**src/rtl/score_ssd.sv**
```systemverilog
// Score keeper for a simple game: BCD score with saturation, high-score latch,
// and a multiplexed 4-digit seven-segment display that blinks when the game is over.
module score_ssd #(
    parameter int unsigned REFRESH_BITS = 18,
    parameter int unsigned FLASH_BITS   = 25
) (
    input  logic        Clk,
    input  logic        Reset,
    input  logic        inc,
    input  logic        fail,
    input  logic        restart,
    output logic [6:0]  ssdOut,
    output logic [3:0]  anode,
    output logic [15:0] score,
    output logic [15:0] best,
    output logic        game_over
);

    localparam int unsigned SCORE_W = 16;
    localparam int unsigned SEG_W   = 7;
    localparam int unsigned DIG_N   = 4;
    localparam logic [SCORE_W-1:0] SCORE_MAX = 16'h9999;

    typedef enum logic {
        PLAY = 1'b0,
        OVER = 1'b1
    } state_t;

    state_t                  r_state;
    state_t                  w_state_next;
    logic [SCORE_W-1:0]      r_score;
    logic [SCORE_W-1:0]      r_best;
    logic [SCORE_W-1:0]      w_score_next;
    logic [SCORE_W-1:0]      w_best_next;
    logic [SCORE_W-1:0]      w_score_inc;
    logic [REFRESH_BITS-1:0] r_refresh;
    logic [FLASH_BITS-1:0]   r_blink;
    logic [FLASH_BITS-1:0]   w_blink_next;
    logic [1:0]              w_sel;
    logic [3:0]              w_digit;
    logic [DIG_N-1:0]        w_vis;
    logic                    w_blank;
    logic [DIG_N-1:0]        w_anode_next;
    logic [SEG_W-1:0]        w_glyph;
    logic [DIG_N-1:0]        r_anode;
    logic [SEG_W-1:0]        r_ssd;

    // BCD +1 with carry rippling through all four digits
    function automatic logic [SCORE_W-1:0] bcd_inc(input logic [SCORE_W-1:0] v);
        logic [SCORE_W-1:0] res;
        logic               carry;
        logic [3:0]         nib;
        res   = v;
        carry = 1'b1;
        for (int d = 0; d < 4; d++) begin
            nib = v[4*d +: 4];
            if (carry) begin
                if (nib == 4'd9) begin
                    res[4*d +: 4] = 4'd0;
                end else begin
                    res[4*d +: 4] = 4'(nib + 4'd1);
                    carry         = 1'b0;
                end
            end
        end
        return res;
    endfunction

    assign w_score_inc = bcd_inc(r_score);

    always_ff @(posedge Clk) begin
        if (Reset) begin
            r_state <= PLAY;
        end else begin
            r_state <= w_state_next;
        end
    end

    // Next state, score, high score and blink counter
    always_comb begin
        w_state_next = r_state;
        w_score_next = r_score;
        w_best_next  = r_best;
        w_blink_next = '0;
        case (r_state)
            PLAY: begin
                if (restart) begin
                    w_score_next = '0;
                end else begin
                    if (inc && (r_score != SCORE_MAX)) begin
                        w_score_next = w_score_inc;
                    end
                    if (fail) begin
                        w_state_next = OVER;
                        w_best_next  = (w_score_next > r_best) ? w_score_next : r_best;
                    end
                end
            end
            OVER: begin
                if (restart) begin
                    w_score_next = '0;
                    w_state_next = PLAY;
                end else begin
                    w_blink_next = r_blink + FLASH_BITS'(1);
                end
            end
            default: begin
                w_state_next = PLAY;
            end
        endcase
    end

    always_ff @(posedge Clk) begin
        if (Reset) begin
            r_score   <= '0;
            r_best    <= '0;
            r_blink   <= '0;
            r_refresh <= '0;
        end else begin
            r_score   <= w_score_next;
            r_best    <= w_best_next;
            r_blink   <= w_blink_next;
            r_refresh <= r_refresh + REFRESH_BITS'(1);
        end
    end

    // Digit select, leading-zero blanking and game-over blink
    assign w_sel    = r_refresh[REFRESH_BITS-1 -: 2];
    assign w_vis[0] = 1'b1;
    assign w_vis[1] = |r_score[15:4];
    assign w_vis[2] = |r_score[15:8];
    assign w_vis[3] = |r_score[15:12];
    assign w_blank  = (r_state == OVER) && r_blink[FLASH_BITS-1];

    always_comb begin
        w_digit = r_score[3:0];
        case (w_sel)
            2'd0:    w_digit = r_score[3:0];
            2'd1:    w_digit = r_score[7:4];
            2'd2:    w_digit = r_score[11:8];
            2'd3:    w_digit = r_score[15:12];
            default: w_digit = r_score[3:0];
        endcase
    end

    always_comb begin
        w_anode_next = 4'b1111;
        if (w_vis[w_sel] && !w_blank) begin
            w_anode_next = ~(4'b0001 << w_sel);
        end
    end

    always_comb begin
        w_glyph = 7'b1111111;
        case (w_digit)
            4'd0:    w_glyph = 7'b0000001;
            4'd1:    w_glyph = 7'b1001111;
            4'd2:    w_glyph = 7'b0010010;
            4'd3:    w_glyph = 7'b0000110;
            4'd4:    w_glyph = 7'b1001100;
            4'd5:    w_glyph = 7'b0100100;
            4'd6:    w_glyph = 7'b0100000;
            4'd7:    w_glyph = 7'b0001111;
            4'd8:    w_glyph = 7'b0000000;
            4'd9:    w_glyph = 7'b0000100;
            default: w_glyph = 7'b1111111;
        endcase
    end

    always_ff @(posedge Clk) begin
        if (Reset) begin
            r_anode <= 4'b1111;
            r_ssd   <= 7'b1111111;
        end else begin
            r_anode <= w_anode_next;
            r_ssd   <= w_glyph;
        end
    end

    assign ssdOut    = r_ssd;
    assign anode     = r_anode;
    assign score     = r_score;
    assign best      = r_best;
    assign game_over = (r_state == OVER);

endmodule

```
**config.mk**
```make
export PLATFORM = sky130hd
export DESIGN_NAME = score_ssd
export DESIGN_NICKNAME = d
export VERILOG_FILES = /design/src/rtl/score_ssd.sv
export SDC_FILE = /design/constraint.sdc
export NUM_CORES = 1
export LEC_CHECK = 0
export ABC_AREA = 0
export CAP_MARGIN = 20
export CORE_ASPECT_RATIO = 0.9
export CORE_MARGIN = 8
export CORE_UTILIZATION = 51
export CTS_BUF_LIST = sky130_fd_sc_hd__clkbuf_4 sky130_fd_sc_hd__clkbuf_8 sky130_fd_sc_hd__clkbuf_16
export DETAILED_ROUTE_END_ITERATION = 16
export PLACE_DENSITY = 0.76
export SYNTH_ARGS = -nofsm -noshare
export SYNTH_HDL_FRONTEND = slang
export SYNTH_SLANG_ARGS = --single-unit
```
**constraint.sdc**
```tcl
create_clock -name Clk -period 3.1 [get_ports Clk]
set_input_delay 0.465 -clock Clk [delete_from_list [all_inputs] [get_ports Clk]]
set_output_delay 0.465 -clock Clk [all_outputs]
set_load 0.02 [all_outputs]
```
==> impl_metrics.ini <==
[run_status]
status = finished with violations
violations = negative setup slack

[global_route]
grt_first_pass_wirelength_um = 20000
grt_pass1_vias = 4136
gr-total-overflow = 0
antenna_found_initial = 0
grt_max_degree = 32
grt_use_total = 0.199

[pwr]
power_density_nw_per_um2 = 363
swShare = 0.276
combPwrFrac = 0.135
power.leakage_uw = 0.00239
power.total_uw = 2260
power.share.clock = 0.355
power_switching_uw = 622
internal_power_uw = 1630
p_seq_frac = 0.511
ir_drop_v = 0.000253

[die]
rows = 33
die_area_um2 = 12500
core-area_um2 = 9040
dieWidth_um = 117
initial_core_util = 0.519
num_io_pins = 49
die_h_um = 107

[clock_tree]
ctsHoldBuffers = 0
numClockSinks = 87
cts_root_buffer = clkbuf_8
cts_buffers = 9
h-tree-depth = 3
clk-insertion-delay-late_ns = 0.37
path_clk_slew_ns = 0.09
clk_path_buf_depth = 2
tritoncts = yes

[logic_synthesis]
synth_fp_nets = 579
synthTopCellsByArea = dfxtp_1, ha_1, nor2_1, xnor2_1, nand2_1
yosysWarnings = 0
syn_inst = 539
synth_common_cells = dfxtp_1, nor2_1, nand2_1
syn_area_um2 = 4690
synth_most_common_cell = dfxtp_1
synth-main-ff-cell = dfxtp_1
synth.avg_cell_area_um2 = 8.71
ys_ff_latch = 87
synth_top_cell_by_area = dfxtp_1
synth_edf_count = 0
ys_seq_area_frac = 0.371
synth_cell_type_count = 58
async_flop_share = 0
yosys.area.top_type_share = 0.371

[drt]
firstDrtPassIters = 5
wl_per_cell_um = 15.9
drc = 0
num_vias = 4306
drt_iter0_markers = 286
viasPerCell = 5.53
routed_wl_um = 12400
drtAntennaViolNets = 0

[worst_setup_path]
path_class = flip-flop to flip-flop
end_kind = flip-flop
r2r_end = best[1]
crit_arrival_ns = 3.52
cp.required_ns = 3.36
rrSetupSlack_ns = -0.17
crit_fanout = 6
worstSetupStartpointType = flip-flop
r2r-start = score[1]
rr_worst_depth = 13

[cells_and_area]
nets = 692
diodes = 0
drive_above_1_share = 0.215
fin_util = 0.688
fillCellCount = 671
syn2layout_area_growth_pct = 32.6

[run]
drv_cap = 0

[sta]
rsz0062_at_grt = yes
fin_crit_ns = 3.27
setup_viol = 16
final.setup.tns_ns = -2.10
drv_slew = 0
finalClockSkew_ns = 0.0184
worst_pin_slew_ns = 0.798
period_share = 1.05
fmax_ghz = 0.306
setup_ws_ns = -0.165
max_slew_margin = 0.467
hold_viol_final = 0

[hold_path]
hp-class = flip-flop to flip-flop
hold_depth = 1
hold_end = r_refresh[0]
worstHoldStart = r_refresh[0]

[place]
portBuffers = 48
place_ws_ns = -0.598
place_congestion = 0.917
dp_hpwl_um = 8860
## layout make-up
class                      instances  area (um2)  area share
inverter                          40         150      0.0241
tap                              122         153      0.0245
sequential                        87        1760       0.283
timing repair buffer             122        1060       0.171
clock buffer                      10         149      0.0239
multi-input combinational        392        2900       0.466
clock inverter                     6        47.5     0.00764
## per-layer routing
layer  up-vias  track usage  part of all wire
met3        22       0.0404             0.070
met5         -            0                 0
li1       2096            -                 -
met2       146        0.309              0.45
met4         0       0.0639             0.013
met1      2042        0.271              0.47
## worst max-delay path, stage by stage (launching register included)
cell	delay [ns]
dfxtp_4	0.35
inv_2	0.06
ha_4	0.13
and4b_2	0.30
o211ai_1	0.16
o21a_1	0.23
or2_4	0.24
ha_4	0.26
nand4_1	0.21
buf_4	0.23
a2111oi_4	0.31
o31a_1	0.22
buf_6	0.15
mux2_4	0.30
## logic make-up after synthesis
logic type | Yosys count | synth area share
adders and majority gates | 35 | 0.0933
muxes | 23 | 0.0619
xor gates and xnor gates | 36 | 0.0672
DFF | 87 | 0.371
AOI/OAI and AO/OA | 83 | 0.118
and+or+nand+nor | 215 | 0.235
buffers and inverters | 60 | 0.0541
## flip-flops by register name (all words and copies together), names as in the netlist
| signal | flops |
|---|---|
| score | 16 |
| anode | 4 |
| r_refresh | 18 |
| r_blink | 25 |
| game_over | 1 |
| best | 16 |
| ssdOut | 7 |
## metrics by stage
| step | hold slack (ns) | instances | cell area (um2) |
|---|---|---|---|
| final | 0.486 | 779 | 6220 |
| after global routing | 0.512 | 779 | 6220 |
| after CTS | 0.485 | 769 | 6090 |
| after detailed placement | 0.469 | 744 | 5720 |
| after global placement | 0.441 | 744 | 5720 |
| after floorplan | 0.430 | 539 | 4780 |
## placed cells by master, fill, tap and decap left out, types with 4 or more instances in the layout
master,n
a211oi_1,4
a21o_1,4
a21oi_1,18
and2_1,6
and3_1,5
buf_4,67
buf_6,7
clkbuf_8,9
clkdlybuf4s50_1,47
dfxtp_1,78
dfxtp_2,6
ha_1,28
ha_4,6
inv_1,36
mux2i_1,16
mux4_2,4
nand2_1,45
nand3_1,21
nand3b_1,6
nand4_1,9
nor2_1,63
nor2b_1,6
nor3_1,13
nor4_1,8
o211a_1,4
o21ai_0,22
or3_1,8
xnor2_1,26
xor2_1,10
## how the worst max path moves through the flow
stage             start       end  slack (ns)  depth (start not counted)
6_report       score[1]   best[1]       -0.17                         13
5_1_grt        score[1]  best[14]       -0.26                         14
4_1_cts        score[1]  best[10]       -0.09                         13
3_3_place_gp        inc   best[8]       -0.56                         12
2_1_floorplan  score[4]  best[15]       0.006                         12
3_5_place_dp        inc  best[14]       -0.60                         12
## power groups by stage
| stage | Sequential [uW] | Clock (uW) | Combinational, uW |
|---|---|---|---|
| after floorplan | 1200 | 0 | 136 |
| after global placement | 1180 | 0 | 255 |
| after detailed placement | 1180 | 0 | 262 |
| after CTS | 1150 | 817 | 274 |
| after global routing | 1150 | 858 | 325 |
| final | 1150 | 800 | 304 |
## timing repair
| item | 4_1_cts | 5_1_grt |
|---|---|---|
| gates cloned | 1 | 0 |
| setup endpoints to repair | 16 | 16 |
| gates resized for setup | 25 | 13 |
| pin swaps | 12 | 13 |
| hold endpoints to repair | 0 | 0 |
| setup buffers | 8 | 10 |
Note: power is estimated with default switching activity, not from simulation.
